`config.mk`:
```
export PLATFORM = sky130hd
export DESIGN_NAME = alu_issue_arbiter
export DESIGN_NICKNAME = d
export VERILOG_FILES = /design/src/rtl/alu_issue_arbiter.sv
export SDC_FILE = /design/constraint.sdc
export NUM_CORES = 1
export LEC_CHECK = 0
export CAP_MARGIN = 40
export CORE_AREA = 2 2 117 119
export DETAILED_ROUTE_END_ITERATION = 6
export DIE_AREA = 0 0 119 121
export PLACE_DENSITY_LB_ADDON = 0.15
export SETUP_SLACK_MARGIN = 0.1
export SYNTH_ARGS = -nofsm -noshare
export SYNTH_HDL_FRONTEND = slang
export SYNTH_SLANG_ARGS = --single-unit
```
`constraint.sdc`:
```
create_clock -name clk -period 4.13 [get_ports clk]
set_input_delay 0.413 -clock clk [delete_from_list [all_inputs] [get_ports clk]]
set_output_delay 0.413 -clock clk [all_outputs]
set_load 0.005 [all_outputs]
```
`src/rtl/alu_issue_arbiter.sv`:
```
// alu_issue_arbiter
// Shares one combinational execute ALU between the instruction pipeline
// (requester 0) and the address-generation unit (requester 1). Round-robin
// grant in IDLE, operands held on the ALU for 1 or MUL_LAT cycles in EXEC,
// captured result returned over a per-requester response handshake in RESP.
//
// Handshake semantics: a request transfers in the cycle where reqN_valid and
// reqN_ready are both high; a response transfers in the cycle where
// rspN_valid and rspN_ready are both high. Valid never depends on ready.
// reqN_ready is combinational from state and the valids (no bubble in IDLE),
// and only the winner ever sees ready.
module alu_issue_arbiter #(
    parameter int         MUL_LAT = 3,
    parameter logic [3:0] MUL_OP  = 4'b1010
) (
    input  logic        clk,
    input  logic        rst_n,
    input  logic        req0_valid,
    input  logic        req1_valid,
    output logic        req0_ready,
    output logic        req1_ready,
    input  logic [3:0]  req0_op,
    input  logic [3:0]  req1_op,
    input  logic [31:0] req0_a,
    input  logic [31:0] req0_b,
    input  logic [31:0] req1_a,
    input  logic [31:0] req1_b,
    output logic        rsp0_valid,
    output logic        rsp1_valid,
    input  logic        rsp0_ready,
    input  logic        rsp1_ready,
    output logic [31:0] rsp_result,
    output logic        rsp_zero,
    output logic [3:0]  alu_op,
    output logic [31:0] alu_a,
    output logic [31:0] alu_b,
    output logic [1:0]  alu_src,
    input  logic [31:0] alu_result,
    output logic [1:0]  dbg_state
);

    typedef enum logic [1:0] {
        IDLE = 2'd0,
        EXEC = 2'd1,
        RESP = 2'd2
    } state_t;

    localparam logic [3:0] MUL_CNT = 4'(MUL_LAT);

    state_t      state_q, state_d;
    logic        prio_q;
    logic        owner_q;
    logic [3:0]  cnt_q;
    logic [3:0]  op_q;
    logic [31:0] a_q, b_q;
    logic [31:0] result_q;
    logic        zero_q;

    logic        grant0, grant1;
    logic        capture;
    logic        rsp_done;
    logic [3:0]  win_op;

    assign rsp_result = result_q;
    assign rsp_zero   = zero_q;
    assign alu_src    = 2'b00;
    assign dbg_state  = state_q;
    assign win_op     = grant1 ? req1_op : req0_op;

    // State register.
    always_ff @(posedge clk or negedge rst_n) begin
        if (!rst_n) state_q <= IDLE;
        else        state_q <= state_d;
    end

    // Next state, grant, ALU drive and response valids.
    always_comb begin
        state_d    = state_q;
        grant0     = 1'b0;
        grant1     = 1'b0;
        capture    = 1'b0;
        rsp_done   = 1'b0;
        req0_ready = 1'b0;
        req1_ready = 1'b0;
        rsp0_valid = 1'b0;
        rsp1_valid = 1'b0;
        alu_op     = 4'd0;
        alu_a      = 32'd0;
        alu_b      = 32'd0;
        case (state_q)
            IDLE: begin
                // On contention the pointer picks; otherwise the lone valid wins.
                if (req0_valid && req1_valid) begin
                    grant0 = !prio_q;
                    grant1 = prio_q;
                end else begin
                    grant0 = req0_valid;
                    grant1 = req1_valid;
                end
                req0_ready = grant0;
                req1_ready = grant1;
                if (grant0 || grant1) state_d = EXEC;
            end
            EXEC: begin
                alu_op = op_q;
                alu_a  = a_q;
                alu_b  = b_q;
                if (cnt_q == 4'd1) begin
                    capture = 1'b1;
                    state_d = RESP;
                end
            end
            RESP: begin
                rsp0_valid = !owner_q;
                rsp1_valid = owner_q;
                rsp_done   = owner_q ? rsp1_ready : rsp0_ready;
                if (rsp_done) state_d = IDLE;
            end
            default: state_d = IDLE;
        endcase
    end

    // Operand latch, cycle counter, result capture and priority pointer.
    always_ff @(posedge clk or negedge rst_n) begin
        if (!rst_n) begin
            op_q     <= 4'd0;
            a_q      <= 32'd0;
            b_q      <= 32'd0;
            owner_q  <= 1'b0;
            cnt_q    <= 4'd0;
            result_q <= 32'd0;
            zero_q   <= 1'b1;
            prio_q   <= 1'b0;
        end else begin
            if (grant0 || grant1) begin
                op_q    <= win_op;
                a_q     <= grant1 ? req1_a : req0_a;
                b_q     <= grant1 ? req1_b : req0_b;
                owner_q <= grant1;
                cnt_q   <= (win_op == MUL_OP) ? MUL_CNT : 4'd1;
            end else if (state_q == EXEC) begin
                cnt_q <= cnt_q - 4'd1;
            end
            if (capture) begin
                result_q <= alu_result;
                zero_q   <= (alu_result == 32'd0);
            end
            // Pointer moves only once the response has been taken.
            if (rsp_done) prio_q <= !owner_q;
        end
    end

endmodule
```
==> results.yml, run 1 <==
synthesis:
  avgSynthCellArea_um2: 10.8
  synthArstFlopShare: 1.00
  synth_commonest_cells: "108 x sky130_fd_sc_hd__dfrtp_1, 79 x sky130_fd_sc_hd__nand2_1, 69 x sky130_fd_sc_hd__and2_1, 69 x sky130_fd_sc_hd__mux2i_1, 62 x sky130_fd_sc_hd__o21ai_0"
  syn-cell-area_um2: 5490
  synthTopCellsByArea: "sky130_fd_sc_hd__dfrtp_1 49%, sky130_fd_sc_hd__mux2i_1 13%, sky130_fd_sc_hd__and2_1 7.9%"
  number_of_unique_standard_cell_types_used_by_synthesis: 35
  synthFlopType: "sky130_fd_sc_hd__dfrtp_1"
  synth-edff-count: 0
  synthesis.instances: 507
  synth_area_leader_cell: "sky130_fd_sc_hd__dfrtp_1"
  yosysTopAreaCellShare: 0.492
  yosysWarningCount: 0
  ys_ff_latch: 109
  synth-seq-area-share: 0.497
  post-synth-top-count-cell: "sky130_fd_sc_hd__dfrtp_1"
worst_setup_path:
  timing.critical_path.required_ns: 3.72
  timing_worst_setup_path_type: "reg2out"
  critPathCaptureType: "primary output"
  crit_arrival_ns: 2.48
  critical_path_peak_fanout: 48
  cp-start-kind: "flip-flop"
  crit_path_cell_trace: "nor2b_4 -> buf_4 -> and2_1 -> clkdlybuf4s50_1"
  cp_slowest_stage_delay_ns: 0.52
  worst_path_max_delay_cell: "sky130_fd_sc_hd__clkdlybuf4s50_1"
final_layout:
  seq_area_um2: 2730
  final_area_um2: 8670
  multi_input_area_um2: 2540
  flow.area_growth_from_synthesis_pct: 57.9
  finalNetCount: 946
  final.fill_count: 1017
  drive_gt1_frac: 0.0813
  postLayoutCoreUtil: 0.663
  fin_cells: 951
  antenna_cells_inserted: 0
timing:
  tightest_slew_ns: 0.616
  final_min_period_over_clock_period: 0.700
  report.final.slew_viol_count: 0
  finClkSkew_ns: 0.00841
  hold_violations: 0
  max_freq_ghz: 0.346
  maxSlewHeadroom: 0.589
  post-route-min-period_ns: 2.89
  final-setup-viol-count: 0
  timing.setup.tns_ns: 0
  rsz0062_at_grt: "false"
global_routing:
  grt_first_pass_wirelength_um: 23600
  antenna_violations_before_repair: 0
  grt_use_total: 0.209
  grt_remaining_overflow: 0
  maximum_number_of_pins_on_one_net_before_global_route_repair: 142
  vias_in_the_first_global_route: 4596
place:
  placer_congestion: 0.774
  hpwlAfterDp_um: 11300
  placed_cells_incl_taps: 934
  detailed_place.area_um2: 8380
  numPortBuffers: 280
power_and_ir_drop:
  p_leak_uw: 0.00402
  peakVddDrop_mv: 0.278
  power-per-cell-area_nw_per_um2: 641
  power_uw: 5560
floorplan:
  dieHeight_um: 121
  initial_core_util: 0.420
  num_io_pins: 283
  core.rowCount: 42
  core_area_um2: 13100
  die_outline_area_um2: 14400
  floorplan.die.width_um: 119
drt:
  ant_nets: 0
  drt_pass1_iterations: 4
  drt-total-wl_um: 14900
  first_iter_violations: 161
  dr_total_vias: 4486
  route.detailed.vias_per_inst: 4.72
  detail_route.drc_violations: 0
  drt-wirelength-per-cell_um: 15.7
clock_network:
  clock_tree_sinks: 109
  clkSlewWorstSetupHoldPaths_ns: 0.07
  max-clock-path-buffers: 2
  cts_inserted_buffers: 9
  clk_latency_ns: 0.35
  tritoncts: "built"
  h_tree_level_count: 3
  cts_root_buffer: "sky130_fd_sc_hd__clkbuf_16"
hold_path:
  hold_path_class: "reg2reg"
run_status:
  run_status: "completed"
run:
  drv_cap: 0
-- per-stage QoR --
stage                     worst slack, ns  hold slack (ns)
after floorplan                      2.65            0.117
after global placement               1.58            0.455
after detailed placement             1.56            0.326
after CTS                            1.17            0.472
after global routing                 1.03            0.485
final                                1.24            0.468
-- final timing paths --
check,end,depth (start not counted),from,slack [ns]
max,alu_a[16],4,dbg_state[0],1.24
min,rsp_zero,2,rsp_zero,0.47
max reg2reg,rsp_result[11],4,dbg_state[0],1.72
min reg2reg,rsp_zero,2,rsp_zero,0.47
max in group asynchronous,rsp_zero,3,rst_n,2.99
min in group asynchronous,b_q[16],2,rst_n,0.51
-- per-layer routing --
layer	wire, um	global-route usage
met5	0	0
met4	245	0.0603
met3	1060	0.0597
met2	7760	0.380
met1	5850	0.237
-- where the power goes --
part           switching (uW)  internal [uW]  total, uW
Combinational            1150           1710       2860
Clock                     391            431        823
Sequential                288           1590       1880
Total                    1830           3730       5560
-- worst max-delay path, delay by kind of cell, from the launching register on --
| kind | cells | cell delay, ns |
|---|---|---|
| buf+inv | 2 | 1.01 |
| flops | 1 | 0.43 |
| simple gates | 2 | 0.67 |
-- sequential cells by signal, summed over array words and instances, names as in the netlist --
name	count
prio_q	1
rsp_zero	1
b_q	32
a_q	32
dbg_state	2
rsp_result	32
op_q	4
cnt_q	4
owner_q	1
-- layout by cell type, fill, tap and decap left out, types with 2 or more instances in the layout --
cell type	instances
sky130_fd_sc_hd__clkdlybuf4s50_1	279
sky130_fd_sc_hd__dfrtp_1	108
sky130_fd_sc_hd__nand2_1	79
sky130_fd_sc_hd__and2_1	69
sky130_fd_sc_hd__mux2i_1	69
sky130_fd_sc_hd__o21ai_0	62
sky130_fd_sc_hd__mux2_4	27
sky130_fd_sc_hd__o21ai_1	10
sky130_fd_sc_hd__nor4_1	9
sky130_fd_sc_hd__clkbuf_16	9
sky130_fd_sc_hd__mux2_2	6
sky130_fd_sc_hd__buf_4	5
sky130_fd_sc_hd__inv_1	3
sky130_fd_sc_hd__nand2b_1	3
sky130_fd_sc_hd__nor2_1	3
sky130_fd_sc_hd__inv_6	3
sky130_fd_sc_hd__nor3_1	2
sky130_fd_sc_hd__xnor2_1	2
sky130_fd_sc_hd__nand4_1	2
sky130_fd_sc_hd__ha_1	2
sky130_fd_sc_hd__conb_1	2
sky130_fd_sc_hd__clkinv_2	2
-- final cells by class --
cell class / count / share of cell area
flip-flops and latches: 109 / 0.315
inverters: 3 / 0.00130
clock inverters: 6 / 0.00519
well taps: 176 / 0.0254
multi-input cells: 360 / 0.293
clock buffers: 10 / 0.0276
repair buffers: 287 / 0.333
-- kinds of logic after synthesis --
group	share of synthesized area
AND/OR/NAND/NOR	0.163
flip-flops	0.497
multiplexers	0.212
AO/OA/AOI/OAI	0.0715
buffers and inverters	0.0467
XOR/XNOR	0.00479
adder cells (fa/ha/maj)	0.00456
other	0.000683
-- timing repair --
item,in CTS,in global routing
buffers inserted,0,0
hold buffers,1,0
resized for setup,0,0
hold endpoints to repair,18,0
(Power assumes the default switching activity.)
==> inputs of run 2 (changes only) <==
--- a/config.mk
+++ b/config.mk
@@ -6,9 +6,9 @@
 export NUM_CORES = 1
 export LEC_CHECK = 0
 export CAP_MARGIN = 40
-export CORE_AREA = 2 2 117 119
+export CORE_AREA = 2 2 127 129
 export DETAILED_ROUTE_END_ITERATION = 6
-export DIE_AREA = 0 0 119 121
+export DIE_AREA = 0 0 129 131
 export PLACE_DENSITY_LB_ADDON = 0.15
 export SETUP_SLACK_MARGIN = 0.1
 export SYNTH_ARGS = -nofsm -noshare
==> constraint.sdc (replaced) <==
create_clock -name clk -period 2.6 [get_ports clk]
set_input_delay 0.26 -clock clk [delete_from_list [all_inputs] [get_ports clk]]
set_output_delay 0.26 -clock clk [all_outputs]
set_load 0.005 [all_outputs]
==> run 2 against run 1 <==
The flow now finishes with violations (hold timing); clock power is 75% higher; clock skew hardly changed; core utilization is 10 points lower; non-clock buffer count is 1 higher; register-to-register slack worse by 0.96 ns; sequential cell count stayed put; critical path type unchanged; highest routed layer unchanged.
==> results.yml, run 2 (synthesized netlist as in run 1, its figures left out) <==
global_routing:
  maximum_number_of_pins_on_one_net_before_global_route_repair: 142
  vias_in_the_first_global_route: 4546
  grt_first_pass_wirelength_um: 23000
  antenna_violations_before_repair: 0
  grt_remaining_overflow: 0
  grt_use_total: 0.176
clock_network:
  tritoncts: "built"
  clkSlewWorstSetupHoldPaths_ns: 0.08
  clk_latency_ns: 0.36
  h_tree_level_count: 3
  cts_root_buffer: "sky130_fd_sc_hd__clkbuf_16"
  max-clock-path-buffers: 2
  clock_tree_sinks: 109
  cts_inserted_buffers: 9
  holdBufCountCts: 0
timing:
  hold_violations: 34
  maxSlewHeadroom: 0.570
  max_freq_ghz: 0.448
  final_min_period_over_clock_period: 0.858
  hold_ws_ns: -0.0806
  tightest_slew_ns: 0.644
  timing.setup.tns_ns: 0
  final-setup-viol-count: 0
  report.final.slew_viol_count: 0
  post-route-min-period_ns: 2.23
  rsz0062_at_grt: "false"
  finClkSkew_ns: 0.00805
  final_critical_path_setup_slack_ns: 0.369
worst_setup_path:
  timing.reg2reg.worst_path_depth: 5
  timing.reg2reg.setup_slack_ns: 0.76
  critical_path_peak_fanout: 27
  endpoint: "alu_a[5]"
  crit_arrival_ns: 1.97
  timing_worst_setup_path_type: "reg2out"
  critical_path.reg2reg.startpoint: "cnt_q[1]"
  critPathCaptureType: "primary output"
  timing.critical_path.required_ns: 2.34
  setup.worst_path.start: "dbg_state[0]"
  crit-reg2reg-capture: "rsp_result[22]"
  cp-start-kind: "flip-flop"
power_and_ir_drop:
  power_uw: 9010
  p_leak_uw: 0.00404
  peakVddDrop_mv: 0.516
  power-per-cell-area_nw_per_um2: 1030
drt:
  ant_nets: 0
  dr_total_vias: 4510
  first_iter_violations: 108
  detail_route.drc_violations: 0
  drt_pass1_iterations: 4
  drt-total-wl_um: 15300
  drt-wirelength-per-cell_um: 15.4
  route.detailed.vias_per_inst: 4.55
floorplan:
  initial_core_util: 0.352
  core.rowCount: 46
  dieHeight_um: 131
  die_outline_area_um2: 16900
  core_area_um2: 15600
  floorplan.die.width_um: 129
  num_io_pins: 283
final_layout:
  antenna_cells_inserted: 0
  finalNetCount: 947
  final_cell_mix: "279 x sky130_fd_sc_hd__clkdlybuf4s50_1, 108 x sky130_fd_sc_hd__dfrtp_1, 79 x sky130_fd_sc_hd__nand2_1, 69 x sky130_fd_sc_hd__and2_1, 69 x sky130_fd_sc_hd__mux2i_1"
  flow.area_growth_from_synthesis_pct: 59.6
  drive_gt1_frac: 0.0838
  mostFrequentLayoutCell: "sky130_fd_sc_hd__clkdlybuf4s50_1"
  fin_cells: 992
place:
  hpwlAfterDp_um: 11400
  dp_slack_ns: 0.545
  numPortBuffers: 280
  placed_cells_incl_taps: 974
  placer_congestion: 0.787
hold_path:
  hold_path_class: "in2async"
run_status:
  failed_checks: "hold timing"
  run_status: "finished, violations left"
run:
  drv_cap: 0
run 2: cell count changes in the layout (fill, tap and decap cells not counted), sizes merged:
cell / previous run / this run
buf: 7 / 9
bufinv: 0 / 1
clkbuf: 10 / 9
clkinv: 3 / 1
clkinvlp: 0 / 2
dlygate4sd3: 1 / 0
run 2: metrics by stage:
| step | cell area, um2 | utilization |
|---|---|---|
| floorplan | 5500 | - |
| detailed placement | 8440 | 0.541 |
| global route | 8770 | 0.562 |
| global placement | 8440 | 0.541 |
| finish | 8770 | 0.562 |
| CTS | 8750 | 0.561 |
run 2: per-layer routing:
| metal | track usage | routed length [um] | vias to the layer above |
|---|---|---|---|
| li1 | - | - | 2239 |
| met1 | 0.200 | 5950 | 2091 |
| met2 | 0.310 | 7850 | 163 |
| met3 | 0.0676 | 1230 | 17 |
| met4 | 0.0486 | 272 | 0 |
| met5 | 0 | 0 | - |
run 2: how the worst min path moves through the flow:
stage | cells past startpoint | to | from
after floorplan | 0 | a_q[0] | rst_n
after global placement | 2 | a_q[7] | rst_n
after detailed placement | 2 | a_q[7] | rst_n
after CTS | 2 | a_q[7] | rst_n
after global routing | 2 | a_q[7] | rst_n
final | 2 | a_q[7] | rst_n
run 2: final cells by class:
| type | count | area [um2] |
|---|---|---|
| Multi-Input combinational cell | 360 | 2540 |
| Clock inverter | 7 | 82.6 |
| Clock buffer | 9 | 225 |
| Inverter | 3 | 11.3 |
| Fill cell | 1350 | 6830 |
| Sequential cell | 109 | 2730 |
| Timing Repair Buffer | 288 | 2910 |
| Tap cell | 216 | 270 |
run 2: critical path: stages (launching register included):
cell and delay [ns]:
sky130_fd_sc_hd__dfrtp_1 0.43, sky130_fd_sc_hd__nor2b_4 0.25, sky130_fd_sc_hd__buf_4 0.25, sky130_fd_sc_hd__and2_1 0.17
sky130_fd_sc_hd__clkdlybuf4s50_1 0.51
run 2: repair_timing:
| item | 4_1_cts | 5_1_grt |
|---|---|---|
| setup endpoints to repair | 0 | 34 |
| buffers inserted | 0 | 2 |
| resized for setup | 0 | 0 |
run 2: where the power goes:
part | internal (uW) | switching [uW] | leakage, uW
clock network | 764 | 677 | 0.000145
registers | 2530 | 450 | 0.00132
logic | 2770 | 1820 | 0.00258
total | 6070 | 2950 | 0.00404
